### config.mk
export PLATFORM = sky130hd
export DESIGN_NAME = stream_scoreboard_flat
export DESIGN_NICKNAME = d
export VERILOG_FILES = /design/src/rtl/sb_pkg.sv /design/src/rtl/stream_scoreboard_if.sv /design/src/rtl/sb_fifo.sv /design/src/rtl/stream_scoreboard.sv /design/src/flat_wrapper.sv
export SDC_FILE = /design/constraint.sdc
export NUM_CORES = 1
export LEC_CHECK = 0
export CAP_MARGIN = 10
export CORE_UTILIZATION = 50
export CTS_BUF_LIST = sky130_fd_sc_hd__clkbuf_16
export CTS_CLUSTER_SIZE = 20
export DETAILED_ROUTE_END_ITERATION = 8
export PLACE_DENSITY = 0.79
export SLEW_MARGIN = 25
export SYNTH_ARGS = -nofsm -noshare
export SYNTH_HDL_FRONTEND = slang
export SYNTH_SLANG_ARGS = --single-unit
### constraint.sdc
create_clock -name clk -period 5.25 [get_ports clk]
set_input_delay 1.05 -clock clk [delete_from_list [all_inputs] [get_ports clk]]
set_output_delay 1.05 -clock clk [all_outputs]
set_load 0.01 [all_outputs]
### src/rtl/sb_pkg.sv
// Shared types and helpers for the stream scoreboard: result state enum and
// a saturating increment usable at any counter width up to 32 bits.
package sb_pkg;

    typedef enum logic [1:0] {
        SB_IDLE = 2'd0,
        SB_PASS = 2'd1,
        SB_FAIL = 2'd2
    } sb_state_e;

    function automatic logic [31:0] sat_inc(input logic [31:0] v, input int unsigned w);
        logic [32:0] vmax;
        vmax = (33'd1 << w) - 33'd1;
        return ({1'b0, v} == vmax) ? v : v + 32'd1;
    endfunction

endpackage

### src/rtl/stream_scoreboard_if.sv
// Expected/observed stream and per-compare result bus of the scoreboard.
// STREAM_SCOREBOARD_MASK_EN adds a per-word compare mask on the expected side.
interface stream_scoreboard_if #(
    parameter int DATA_W = 32
);
    logic              exp_valid;
    logic [DATA_W-1:0] exp_data;
`ifdef STREAM_SCOREBOARD_MASK_EN
    logic [DATA_W-1:0] exp_mask;
`endif
    logic              obs_valid;
    logic [DATA_W-1:0] obs_data;
    logic              res_valid;
    logic              res_match;
    logic [DATA_W-1:0] res_got;
    logic [DATA_W-1:0] res_exp;

`ifdef STREAM_SCOREBOARD_MASK_EN
    modport master (output exp_valid, exp_data, exp_mask, obs_valid, obs_data,
                    input  res_valid, res_match, res_got, res_exp);
    modport slave  (input  exp_valid, exp_data, exp_mask, obs_valid, obs_data,
                    output res_valid, res_match, res_got, res_exp);
`else
    modport master (output exp_valid, exp_data, obs_valid, obs_data,
                    input  res_valid, res_match, res_got, res_exp);
    modport slave  (input  exp_valid, exp_data, obs_valid, obs_data,
                    output res_valid, res_match, res_got, res_exp);
`endif

endinterface

### src/rtl/sb_fifo.sv
// Synchronous FIFO of expected entries; a push while full is taken only
// when a pop frees a slot in the same cycle.
module sb_fifo #(
    parameter  int W     = 32,
    parameter  int DEPTH = 16,
    localparam int AW    = $clog2(DEPTH),
    localparam int FW    = AW + 1
) (
    input  logic          clk,
    input  logic          n_rst,
    input  logic          clear,
    input  logic          push,
    input  logic [W-1:0]  wdata,
    input  logic          pop,
    output logic [W-1:0]  rdata,
    output logic          full,
    output logic          empty,
    output logic [FW-1:0] fill
);
    logic [W-1:0]  mem [DEPTH];
    logic [AW-1:0] wptr, rptr;
    logic          push_ok, pop_ok;

    assign empty   = (fill == '0);
    assign full    = (fill == FW'(DEPTH));
    assign pop_ok  = pop & ~empty;
    assign push_ok = push & (~full | pop_ok);
    assign rdata   = mem[rptr];

    always_ff @(posedge clk or negedge n_rst) begin
        if (!n_rst) begin
            wptr <= '0;
            rptr <= '0;
            fill <= '0;
        end else if (clear) begin
            wptr <= '0;
            rptr <= '0;
            fill <= '0;
        end else begin
            if (push_ok) wptr <= wptr + AW'(1);
            if (pop_ok)  rptr <= rptr + AW'(1);
            fill <= fill + FW'(push_ok) - FW'(pop_ok);
        end
    end

    // Storage needs no reset: pointers and fill define what is valid.
    always_ff @(posedge clk) begin
        if (push_ok) mem[wptr] <= wdata;
    end

endmodule

### src/rtl/stream_scoreboard.sv
// In-line stream checker: queues expected words, compares each observed word
// against the FIFO head. STREAM_SCOREBOARD_MASK_EN enables per-word bit masks.
module stream_scoreboard
    import sb_pkg::*;
#(
    parameter  int DATA_W = 32,
    parameter  int DEPTH  = 16,
    parameter  int CNT_W  = 16,
    localparam int FW     = $clog2(DEPTH) + 1
) (
    input  logic              clk,
    input  logic              n_rst,
    input  logic              clear,
    stream_scoreboard_if.slave sif,
    output logic [CNT_W-1:0]  match_count,
    output logic [CNT_W-1:0]  error_count,
    output logic [FW-1:0]     fill,
    output logic              overflow,
    output logic              underflow,
    output logic [1:0]        state,
    output logic [DATA_W-1:0] first_err_got,
    output logic [DATA_W-1:0] first_err_exp
);
`ifdef STREAM_SCOREBOARD_MASK_EN
    localparam int EW = 2 * DATA_W;
`else
    localparam int EW = DATA_W;
`endif

    logic [EW-1:0]     wdata, rdata;
    logic [DATA_W-1:0] head_data, head_mask;
    logic              full, empty, pop, hit, miss;
    sb_state_e         state_q, state_d;

`ifdef STREAM_SCOREBOARD_MASK_EN
    assign wdata     = {sif.exp_mask, sif.exp_data};
    assign head_data = rdata[DATA_W-1:0];
    assign head_mask = rdata[EW-1:DATA_W];
`else
    assign wdata     = sif.exp_data;
    assign head_data = rdata;
    assign head_mask = '1;
`endif

    sb_fifo #(.W(EW), .DEPTH(DEPTH)) u_fifo (
        .clk   (clk),
        .n_rst (n_rst),
        .clear (clear),
        .push  (sif.exp_valid),
        .wdata (wdata),
        .pop   (pop),
        .rdata (rdata),
        .full  (full),
        .empty (empty),
        .fill  (fill)
    );

    // An observe on an empty FIFO is an underflow miss, never a bypass.
    assign pop  = sif.obs_valid & ~empty;
    assign hit  = pop & (((sif.obs_data ^ head_data) & head_mask) == '0);
    assign miss = sif.obs_valid & ~hit;

    always_comb begin
        state_d = state_q;
        if (miss)                         state_d = SB_FAIL;
        else if (hit && state_q == SB_IDLE) state_d = SB_PASS;
    end

    assign state = state_q;

    always_ff @(posedge clk or negedge n_rst) begin
        if (!n_rst) begin
            state_q       <= SB_IDLE;
            sif.res_valid <= 1'b0;
            sif.res_match <= 1'b0;
            sif.res_got   <= '0;
            sif.res_exp   <= '0;
            match_count   <= '0;
            error_count   <= '0;
            overflow      <= 1'b0;
            underflow     <= 1'b0;
            first_err_got <= '0;
            first_err_exp <= '0;
        end else if (clear) begin
            state_q       <= SB_IDLE;
            sif.res_valid <= 1'b0;
            sif.res_match <= 1'b0;
            sif.res_got   <= '0;
            sif.res_exp   <= '0;
            match_count   <= '0;
            error_count   <= '0;
            overflow      <= 1'b0;
            underflow     <= 1'b0;
            first_err_got <= '0;
            first_err_exp <= '0;
        end else begin
            state_q       <= state_d;
            sif.res_valid <= sif.obs_valid;
            if (sif.obs_valid) begin
                sif.res_match <= hit;
                sif.res_got   <= sif.obs_data;
                sif.res_exp   <= pop ? head_data : '0;
            end
            if (hit)  match_count <= CNT_W'(sat_inc(32'(match_count), CNT_W));
            if (miss) error_count <= CNT_W'(sat_inc(32'(error_count), CNT_W));
            if (sif.exp_valid && full && !pop) overflow <= 1'b1;
            if (sif.obs_valid && empty)        underflow <= 1'b1;
            if (miss && state_q != SB_FAIL) begin
                first_err_got <= sif.obs_data;
                first_err_exp <= pop ? head_data : '0;
            end
        end
    end

endmodule

### src/flat_wrapper.sv
// flat-port wrapper written by rule: the top's interface ports become plain ports
module stream_scoreboard_flat import sb_pkg::*;
#(
    parameter  int DATA_W = 32,
    parameter  int DEPTH  = 16,
    parameter  int CNT_W  = 16,
    localparam int FW     = $clog2(DEPTH) + 1
)
  (clk, n_rst, clear, match_count, error_count, fill, overflow, underflow, state, first_err_got, first_err_exp, sif_exp_valid, sif_exp_data, sif_obs_valid, sif_obs_data, sif_res_valid, sif_res_match, sif_res_got, sif_res_exp);
  stream_scoreboard_if #(.DATA_W(DATA_W)) sif_i ();
  input  logic clk;
  input  logic n_rst;
  input  logic clear;
  output logic [CNT_W-1:0] match_count;
  output logic [CNT_W-1:0] error_count;
  output logic [FW-1:0] fill;
  output logic overflow;
  output logic underflow;
  output logic [1:0] state;
  output logic [DATA_W-1:0] first_err_got;
  output logic [DATA_W-1:0] first_err_exp;
  input wire logic [$bits(sif_i.exp_valid)-1:0] sif_exp_valid;
  input wire logic [$bits(sif_i.exp_data)-1:0] sif_exp_data;
  input wire logic [$bits(sif_i.obs_valid)-1:0] sif_obs_valid;
  input wire logic [$bits(sif_i.obs_data)-1:0] sif_obs_data;
  output wire logic [$bits(sif_i.res_valid)-1:0] sif_res_valid;
  output wire logic [$bits(sif_i.res_match)-1:0] sif_res_match;
  output wire logic [$bits(sif_i.res_got)-1:0] sif_res_got;
  output wire logic [$bits(sif_i.res_exp)-1:0] sif_res_exp;
  assign sif_i.exp_valid = sif_exp_valid;
  assign sif_i.exp_data = sif_exp_data;
  assign sif_i.obs_valid = sif_obs_valid;
  assign sif_i.obs_data = sif_obs_data;
  assign sif_res_valid = sif_i.res_valid;
  assign sif_res_match = sif_i.res_match;
  assign sif_res_got = sif_i.res_got;
  assign sif_res_exp = sif_i.res_exp;
  stream_scoreboard #(.DATA_W(DATA_W), .DEPTH(DEPTH), .CNT_W(CNT_W)) u_core (.clk(clk), .n_rst(n_rst), .clear(clear), .sif(sif_i), .match_count(match_count), .error_count(error_count), .fill(fill), .overflow(overflow), .underflow(underflow), .state(state), .first_err_got(first_err_got), .first_err_exp(first_err_exp));
endmodule
==> results of run 1 <==
[routing by layer]
metal	global-route usage, %	share of wire (%)
met2	40.8	48
met5	0	0.061
met3	5.40	9.4
met4	9.78	3.3
met1	33.6	39
[worst reg2reg max path, delay by kind of cell (launching register included)]
kind	cells	cell delay [ps]
flops	1	670
buf+inv	2	730
mux	3	1320
simple gates	3	440
compound gates	2	930
xor+xnor	1	390
[state kept, by name (all words and copies together), names as in the netlist, 5 cells and up]
| signal | cells |
|---|---|
| u_core.sif.res_got | 32 |
| u_core.sif.res_exp | 32 |
| u_core.error_count | 16 |
| u_core.u_fifo.fill | 5 |
| u_core.match_count | 16 |
| u_core.first_err_exp | 32 |
| u_core.first_err_got | 32 |
| u_core.u_fifo.mem | 512 |
[area by class of cell]
class / instances / area, um^2 / area share (%)
multi-input cells: 837 / 7560 / 22.7
repair buffers: 290 / 2890 / 8.66
clock inverters: 50 / 282 / 0.844
inverters: 25 / 93.8 / 0.281
well taps: 748 / 936 / 2.81
flip-flops and latches: 691 / 19900 / 59.5
diodes: 2 / 5.00 / 0.0150
clock buffers: 69 / 1730 / 5.18
[metrics by stage]
stage	setup slack [ps]	cells	total power [mW]	cell area [um^2]	util (%)
after CTS	525	2710	13.5	33300	60.5
after detailed placement	575	2591	9.13	31300	56.9
after global placement	637	2590	9.07	31300	56.8
after global routing	396	2710	13.9	33400	60.5
after floorplan	812	1639	8.11	27800	-
final	623	2712	13.5	33400	60.5
[cell families after synthesis]
logic type,Yosys count,share of synthesized area (%)
AO/OA/AOI/OAI,159,3.81
XOR/XNOR,43,1.35
adder cells (fa/ha/maj),14,0.656
buffers and inverters,111,1.99
flip-flops,691,71.3
multiplexers,258,14.6
AND/OR/NAND/NOR,363,6.21
[report_power, final]
| group | leakage [nW] | internal [mW] | switching [mW] |
|---|---|---|---|
| logic | 3.88 | 1.32 | 1.42 |
| clock network | 1.04 | 2.48 | 1.97 |
| registers | 7.05 | 6.11 | 0.181 |
| total | 12.0 | 9.91 | 3.57 |
[worst paths after layout]
kind                                              startpoint                             endpoint  slack, ps  cells after the start
hold / removal             u_core.sif.res_exp[3]$_DFFE_PN0P_    u_core.sif.res_exp[3]$_DFFE_PN0P_        480                      2
min in group asynchronous                              n_rst   u_core.match_count[12]$_DFFE_PN0P_        600                      1
hold reg to reg            u_core.sif.res_exp[3]$_DFFE_PN0P_    u_core.sif.res_exp[3]$_DFFE_PN0P_        480                      2
setup reg to reg           u_core.u_fifo.rptr[0]$_DFFE_PN0P_  u_core.first_err_got[6]$_DFFE_PN0P_        620                     11
setup / recovery           u_core.u_fifo.rptr[0]$_DFFE_PN0P_  u_core.first_err_got[6]$_DFFE_PN0P_        620                     11
max in group asynchronous                              n_rst   u_core.sif.res_exp[23]$_DFFE_PN0P_       3540                      2
[placed cells by master, fill, tap and decap left out, drive strengths merged, types with 4 or more instances in the layout]
cell / n
edfxtp: 512
clkdlybuf4s50: 236
dfrtp: 179
mux2i: 129
mux4: 118
nor2: 112
nand2: 110
clkbuf: 69
buf: 54
inv: 42
nand2b: 39
a21oi: 38
o21ai: 32
clkinv: 27
a22oi: 24
xnor2: 22
xor2: 21
and3: 16
a21o: 15
nand3: 15
nand4: 13
ha: 13
or3: 11
mux2: 11
nor3: 11
a221oi: 9
o31ai: 8
nor2b: 7
and2: 6
or4: 6
a31o: 6
a31oi: 6
o22ai: 4
and4: 4
nor4: 4
clkinvlp: 4
==> metrics, run 1 <==
result of the run completed; number of fill cells in the layout 3878; type of destination of the critical path register; initial antenna violation count 5; Final Hold Slack 479 ps; RSZ-0062 raised after global routing false; required time worst endpoint 5700 ps; startpoint-to-endpoint class of the critical path register to register; sequential element share of the synthesized area 71.3%; grt total ovfl 0; post-synthesis register bit count 691; largest area contributor in the netlist sky130_fd_sc_hd__edfxtp_1; chain of cells forming the critical path buf_4, mux4_2, mux4_2, xnor2_1, nand2_1, a2111oi_2, nand3b_1, o311a_4, buf_16, mux2i_1, nor2_1; Post-Synthesis Net Count 1722; pin slew with the least headroom to its limit 976 ps; detailed placer's ending HPWL 43700 um; top post-synthesis cells by area sky130_fd_sc_hd__edfxtp_1, sky130_fd_sc_hd__dfrtp_1, sky130_fd_sc_hd__mux4_2; Overall Global Routing Usage 25.2%; worst slew margin relative to its limit 34.2%; cell type group with the largest total delay on the critical path multiplexers; Bufs on Longest Clock Path 3; Max Cap Violations 0; first-pass GRT wire length 104000 um; proportion of synthesized flip-flops having asynchronous set or reset 25.9%; power per standard cell area 404 nW/um^2; final-report setup violation count 0; TritonCTS clock tree yes; Die Height 238 um; DR DRC count 0; routed via count divided by cell count 5.95; overall routed net length 70600 um; Fmax achieved 216 MHz; Chip Width 238 um; pin count of the biggest net entering global routing 103; critical path fanouts, max 44; routability congestion estimate 0.842; worst IR drop on VDD 221 uV; post-route clock period utilization 88.1%; effective utilization at floorplan 50.5%; Post-CTS Hold Fix Bufs 0; number of warnings printed during yosys synthesis 0; number of setup buffers added after CTS 0; H-tree depth 3; commonest cells in the netlist sky130_fd_sc_hd__edfxtp_1, sky130_fd_sc_hd__dfrtp_1, sky130_fd_sc_hd__mux2i_1; ratio of cells with drive above 1 in the final layout 15.6%; NumNets Final 1994; Main synth FF type sky130_fd_sc_hd__edfxtp_1; die area 56600 um^2; number of I/O port buffers 239; largest incremental delay on the critical path 670 ps; Core Rows 86; post-layout minimum cycle time 4630 ps; most used standard cell by instance count after synthesis sky130_fd_sc_hd__edfxtp_1; drt first pass iters 5; Post-Syn Instances 1639; worst hold-check path type register to register; hold violation count in the final report 0; First DRT Iteration DRCs 1782; CP bufs+invs 2; clock slew seen by the registers of the worst setup and hold paths 60 ps; total core area 55100 um^2; vias after detailed routing 16125; clock latency reported for the late side of the worst-skew pair 600 ps; CTS Buf Count 66; number of sinks driven by the clock tree 691; Area growth syn-to-layout 19.9%; final sum of negative setup slack 0 ps; number of enable-type register cells in the synthesized netlist 512; post-synthesis instance area 27800 um^2; setup skew after layout 25.3 ps; final max-slew violation count 0; routed length per instance 26.0 um; number of nets with antenna violations after routing 0; Leak 12.0 nW; top-level port count 240; count of different cell masters after synthesis 59; average size of a mapped cell 17.0 um^2; share of the synthesized area in the top cell type 55.2%; signal arrival time at the worst endpoint 5070 ps; master cell of the clock root buffer sky130_fd_sc_hd__clkbuf_16; Worst Setup Start Kind register; vias in the first global route 16301; cell with the biggest individual delay on the critical path sky130_fd_sc_hd__dfrtp_4; Resized cells post-CTS 0; crit-path most repeated cell sky130_fd_sc_hd__mux4_2
No activity file was read; power rests on OpenSTA's default activity.
==> run 2: changes to the inputs <==
Settings changed: CORE_UTILIZATION 50 to 63, DONT_BUFFER_PORTS set to 1, GPL_TIMING_DRIVEN set to 0, PLACE_DENSITY 0.79 to 0.87.
==> run 2 against run 1 <==
The run now ends with negative setup slack left. Clock power hardly changed. First-iteration DRC count rose by 51%. Non-clock buffer count fell by 162. Via count up 5.4%. Final cell count shrank 12%. Sequential share of layout area grew 4.0 points. Utilization is 12 points higher. Power shrank 0.82%. Die area is 20% lower. Global-route usage up 11 points. Worst hold slack worse by 380 ps. Critical path type unchanged.
==> metrics, run 2 (same netlist as run 1, synthesis figures left out) <==
result of the run finished with violations; violations in the final reports negative setup slack; routability congestion estimate 0.966 (+15%); signal arrival time at the worst endpoint 5880 ps (+810 ps); pin count of the biggest net entering global routing 180 (+75%); critical path fanouts, max 10 (-77%); number of I/O port buffers 0 (-100%); utilization of the core after routing 72.0% (+12 points); post-layout minimum cycle time 5340 ps (+716 ps); total core area 43400 um^2 (-21%); clock slew seen by the registers of the worst setup and hold paths 70 ps (about the same); antenna cell count 0 (-2); DR DRC count 0 (unchanged); initial antenna violation count 0 (-5); chain of cells forming the critical path clkbuf_1, clkinv_1, clkbuf_2, a221oi_1, o21ai_1, xnor2_1, nor4_1, nand3_1, nor3_2, buf_2, nand4_1, a21oi_1; setup slack after placement 164 ps (-411 ps); number of nets with antenna violations after routing 0 (unchanged); largest incremental delay on the critical path 700 ps (+30 ps); master cell of the clock root buffer sky130_fd_sc_hd__clkbuf_16; worst slew margin relative to its limit 34.6% (+0.38 points); setup skew after layout 31.5 ps (+6.18 ps); final-report setup violation count 16 (+16); Design Area, Final 31200 um^2 (-6.3%); worst IR drop on VDD 270 uV (+22%); startpoint-to-endpoint class of the critical path register to register; max FFs per register 512 (unchanged); routed via count divided by cell count 7.15 (+20%); overall routed net length 81100 um (+15%); effective utilization at floorplan 64.2% (+14 points); Overall Global Routing Usage 36.6% (+11 points); TritonCTS clock tree yes; most frequent standard cell in the layout excluding fill and tap cells sky130_fd_sc_hd__edfxtp_1; routed length per instance 34.1 um (+31%); type of destination of the critical path register; number of setup buffers added after CTS 0 (unchanged); required time worst endpoint 5790 ps (+90 ps); first-pass GRT wire length 116000 um (+11%); Max Cap Violations 0 (unchanged); final worst slack -92.7 ps (-716 ps); First DRT Iteration DRCs 2695 (+51%); Leak 11.3 nW (-5.2%); Fmax achieved 187 MHz (-13%); Die Height 212 um (-11%); grt total ovfl 0 (unchanged); final max-slew violation count 0 (unchanged); total cell area at the placement stage 29300 um^2 (-6.5%); Core Rows 76 (-12%); vias after detailed routing 16990 (+5.4%); post-route clock period utilization 102% (+14 points); Area growth syn-to-layout 12.3%; ratio of cells with drive above 1 in the final layout 18.0% (+2.3 points); detailed placer's ending HPWL 51600 um (+18%); Chip Width 212 um (-11%); Resized cells post-CTS 0 (unchanged); hold violation count in the final report 0 (unchanged); drt first pass iters 6 (+1); RSZ-0062 raised after global routing true; die area 45000 um^2 (-20%); pin slew with the least headroom to its limit 981 ps (+4.56 ps); clock latency reported for the late side of the worst-skew pair 640 ps (+40 ps); power per standard cell area 428 nW/um^2 (+5.9%); register ranked first by flip-flop count u_core.u_fifo.mem; Worst Setup Start Kind register; worst hold-check path type input pin to asynchronous set/reset pin; Bufs on Longest Clock Path 3 (unchanged); final sum of negative setup slack -705 ps (-705 ps); CTS Buf Count 61 (-7.6%); H-tree depth 2 (-1); top-level port count 240 (unchanged); commonest cells after routing, fill and taps aside sky130_fd_sc_hd__edfxtp_1, sky130_fd_sc_hd__dfrtp_1, sky130_fd_sc_hd__mux2i_1; vias in the first global route 17288 (+6.1%); cell with the biggest individual delay on the critical path sky130_fd_sc_hd__nor3_2; number of sinks driven by the clock tree 691 (unchanged); Final Hold Slack 102 ps (-377 ps); NumNets Final 1827 (-8.4%)
-- run 2: changes by cell type in the layout (fill, tap and decap cells not counted), sizes merged --
cell	previous run	this run
clkbuf	69	105
clkinvlp	4	1
bufinv	2	6
diode	2	0
buf	54	86
clkinv	27	23
inv	42	43
clkdlybuf4s50	236	0
-- run 2: worst max-delay path, delay by kind of cell (launching register included) --
| kind | cells | cell delay, ps |
|---|---|---|
| buf+inv | 4 | 2010 |
| flops | 1 | 350 |
| compound gates | 3 | 800 |
| simple gates | 4 | 1780 |
| xor+xnor | 1 | 290 |
-- run 2: layout make-up --
class | instances | area, um^2
Sequential cell | 691 | 19900
Fill cell | 2450 | 12100
Multi-Input combinational cell | 837 | 7530
Clock buffer | 63 | 1580
Tap cell | 585 | 732
Timing Repair Buffer | 43 | 631
Buffer | 85 | 458
Clock inverter | 48 | 363
Inverter | 25 | 93.8
-- run 2: report_power, final --
group	total (mW)	switching [mW]	internal (mW)	leakage (nW)
Combinational	2.57	1.48	1.09	3.28
Clock	4.44	1.98	2.45	1.01
Sequential	6.36	0.249	6.11	7.05
Total	13.4	3.71	9.65	11.3
-- run 2: through the flow --
stage / power [mW] / cells
finish: 13.4 / 2377
global route: 13.7 / 2377
CTS: 13.3 / 2378
detailed placement: 8.90 / 2267
global placement: 8.77 / 2224
floorplan: 8.11 / 1639
-- run 2: final timing paths --
check | start | to | slack [ps] | cells after the start
setup / recovery | u_core.u_fifo.rptr[3]$_DFFE_PN0P_ | u_core.match_count[9]$_DFFE_PN0P_ | -90 | 12
hold / removal | n_rst | u_core.sif.res_got[19]$_DFFE_PN0P_ | 100 | 0
setup reg to reg | u_core.u_fifo.rptr[3]$_DFFE_PN0P_ | u_core.match_count[9]$_DFFE_PN0P_ | -90 | 12
hold reg to reg | u_core.sif.res_exp[15]$_DFFE_PN0P_ | u_core.sif.res_exp[15]$_DFFE_PN0P_ | 560 | 1
max in group asynchronous | n_rst | u_core.sif.res_exp[21]$_DFFE_PN0P_ | 4880 | 0
min in group clk | sif_exp_data[2] | u_core.u_fifo.mem[10][2]$_DFFE_PP_ | 500 | 0
-- run 2: timing repair --
item | 4_1_cts | 5_1_grt
endpoints found under the setup margin | 1 | 19
hold buffers | 0 | 0
endpoints found under the hold margin | 0 | 0
-- run 2: metal layers --
metal	routed length, um	vias to the layer above	track usage, %	share of wire, %
li1	-	6509	-	-
met1	26200	8525	43.7	32
met3	11400	344	12.5	14
met5	0	-	0	0
met4	5340	0	22.9	6.6
met2	38200	1612	57.5	47
==> run 3: changes to the inputs <==
Settings changed: MAX_ROUTING_LAYER set to met4.
==> run 3 against run 2 <==
The run now ends clean. Count of clock-buffer cells in the layout is 6 higher. Die area unchanged. Critical path depth stayed put. Clock skew shrank 5.4 ps. Via count grew 0.15%. Combinational power rose by 2%. Design area rose by 0.58%. Sequential power about the same. First-iteration DRC count shrank 7.6%. Final cell count up 0.34%. Power is 1.9% higher.
==> metrics, run 3 (same netlist as run 1, synthesis figures left out) <==
multi-input logic area 7540 um^2 (+0.12%); Worst Setup Start Kind register; required time worst endpoint 5760 ps (-30 ps); signal arrival time at the worst endpoint 5670 ps (-210 ps); effective utilization at floorplan 64.2% (unchanged); Area growth syn-to-layout 12.9%; setup skew after layout 26.1 ps (-5.39 ps); final-report setup violation count 0 (-16); final sum of negative setup slack 0 ps (+705 ps); Leak 11.4 nW (+0.74%); First DRT Iteration DRCs 2489 (-7.6%); die area 45000 um^2 (unchanged); register ranked first by flip-flop count u_core.u_fifo.mem; max FFs per register 512 (unchanged); Design Area, Final 31400 um^2 (+0.58%); total power consumption of the routed design 13.6 mW (+1.9%); grt total ovfl 0 (unchanged); number of setup buffers added after CTS 0 (unchanged); Core Rows 76 (unchanged); Fmax achieved 194 MHz (+3.6%); power per standard cell area 433 nW/um^2 (+1.3%); part of the total power dissipated in sequential elements 46.7% (-0.9 points); cell internal power dissipation 9.79 mW (+1.4%); first-pass GRT wire length 116000 um (+0.28%); overall routed net length 81900 um (+0.98%); number of fill cells in the layout 2366 (-3.4%); total cell area at the placement stage 29300 um^2 (+0.15%); vias after detailed routing 17016 (+0.15%); utilization of the core after routing 72.5% (+0.42 points); pin slew with the least headroom to its limit 1040 ps (+62.5 ps); routed length per instance 34.3 um (+0.65%); Chip Width 212 um (unchanged); switching power 3.83 mW (+3.1%); pin count of the biggest net entering global routing 180 (unchanged); Overall Global Routing Usage 38.2% (+1.5 points); chain of cells forming the critical path clkbuf_1, clkinvlp_4, clkbuf_2, a221oi_1, o21ai_1, xnor2_1, nor4_1, nand3_1, nor3_2, buf_2, nand4_1, a21oi_1; final max-slew violation count 0 (unchanged); commonest cells after routing, fill and taps aside sky130_fd_sc_hd__edfxtp_1, sky130_fd_sc_hd__dfrtp_1, sky130_fd_sc_hd__mux2i_1; CP bufs+invs 4 (unchanged); RSZ-0062 raised after global routing false; top-level port count 240 (unchanged); antenna cell count 0 (unchanged); cell with the biggest individual delay on the critical path sky130_fd_sc_hd__nor3_2; switching share of power 28.1% (+0.33 points); DR DRC count 0 (unchanged); worst hold-check path type input pin to asynchronous set/reset pin; detailed placer's ending HPWL 52000 um (+0.81%); drt first pass iters 6 (unchanged); most frequent standard cell in the layout excluding fill and tap cells sky130_fd_sc_hd__edfxtp_1; startpoint-to-endpoint class of the critical path register to register; Max Cap Violations 0 (unchanged); TritonCTS clock tree yes; number of nets with antenna violations after routing 0 (unchanged); result of the run completed; largest incremental delay on the critical path 670 ps (-30 ps); number of sinks driven by the clock tree 691 (unchanged); critical path fanouts, max 10 (unchanged); total core area 43400 um^2 (unchanged); total area of sequential cells 19900 um^2 (unchanged); routability congestion estimate 0.969 (+0.33%); clock slew seen by the registers of the worst setup and hold paths 60 ps (about the same); worst slew margin relative to its limit 30.5% (-4.2 points); hold violation count in the final report 0 (unchanged); H-tree depth 3 (+1); CTS Buf Count 67 (+9.8%); post-layout minimum cycle time 5160 ps (-187 ps); initial antenna violation count 1 (+1); master cell of the clock root buffer sky130_fd_sc_hd__clkbuf_16; Final Hold Slack 130 ps (+27.9 ps); worst IR drop on VDD 267 uV (-1.0%); type of destination of the critical path register; vias in the first global route 17028 (-1.5%); post-route clock period utilization 98.2% (-3.6 points); Bufs on Longest Clock Path 3 (unchanged); routed via count divided by cell count 7.13 (-0.18%); ratio of cells with drive above 1 in the final layout 18.7% (+0.75 points); clock latency reported for the late side of the worst-skew pair 620 ps (-20 ps); part of the total power dissipated in the clock network 34.2% (+1.0 points); cell type group with the largest total delay on the critical path simple AND/OR/NAND/NOR gates; relative contribution of combinational cells to total power 19.2% (about the same); NumNets Final 1834 (+0.38%); number of I/O port buffers 0 (unchanged); Die Height 212 um (unchanged)
run 3: changes by cell type in the layout (fill, tap and decap cells not counted), moves of 2 or more:
cell                        before  now
sky130_fd_sc_hd__buf_12          4    2
sky130_fd_sc_hd__clkbuf_16      63   69
sky130_fd_sc_hd__buf_16         11   13
sky130_fd_sc_hd__bufinv_16       6    4
sky130_fd_sc_hd__clkinv_2        7    9
sky130_fd_sc_hd__clkbuf_1       40   38
sky130_fd_sc_hd__inv_1          39   35
sky130_fd_sc_hd__inv_6           2    5
sky130_fd_sc_hd__inv_2           1    4
sky130_fd_sc_hd__buf_6          10   12
run 3: timing repair:
action / CTS / global route
hold buffers: 0 / 0
endpoints found under the setup margin: 0 / 59
resized for setup: 0 / 5
run 3: final timing paths:
kind	start	endpoint	slack [ps]	cells past startpoint
max	u_core.u_fifo.rptr[3]$_DFFE_PN0P_	u_core.match_count[7]$_DFFE_PN0P_	90	12
min	n_rst	u_core.sif.res_got[28]$_DFFE_PN0P_	130	0
max reg2reg	u_core.u_fifo.rptr[3]$_DFFE_PN0P_	u_core.match_count[7]$_DFFE_PN0P_	90	12
min reg2reg	u_core.sif.res_exp[21]$_DFFE_PN0P_	u_core.sif.res_exp[21]$_DFFE_PN0P_	560	1
max in group asynchronous	n_rst	u_core.first_err_exp[13]$_DFFE_PN0P_	4800	0
min in group clk	sif_exp_data[21]	u_core.u_fifo.mem[8][21]$_DFFE_PP_	520	0
run 3: layout make-up:
class                   count  share of cell area, %
clock inverters            49                   1.08
clock buffers              69                   5.50
multi-input cells         837                   24.0
plain buffers              84                   1.45
repair buffers             45                   2.15
inverters                  25                  0.311
well taps                 585                   2.33
flip-flops and latches    691                   63.2
run 3: metal layers:
layer  vias up  global-route usage (%)  part of all wire [%]
li1       6538                       -                     -
met1      8515                    43.1                    32
met2      1604                    57.9                    47
met3       359                    14.0                    15
met4         0                    23.9                   6.7
met5         -                       -                     0
run 3: power by group through the flow:
stage               Clock, mW  Combinational (mW)  Sequential [mW]
CTS                      4.64                2.55             6.35
global placement            0                2.32             6.45
finish                   4.65                2.61             6.35
floorplan                   0                1.73             6.38
detailed placement          0                2.46             6.45
global route             4.86                2.70             6.36
run 3: stage by stage:
step	cells	worst slack (ps)
finish	2385	94.3
global placement	2224	-2020
CTS	2387	12.5
global route	2385	31.5
detailed placement	2269	144
floorplan	1639	812
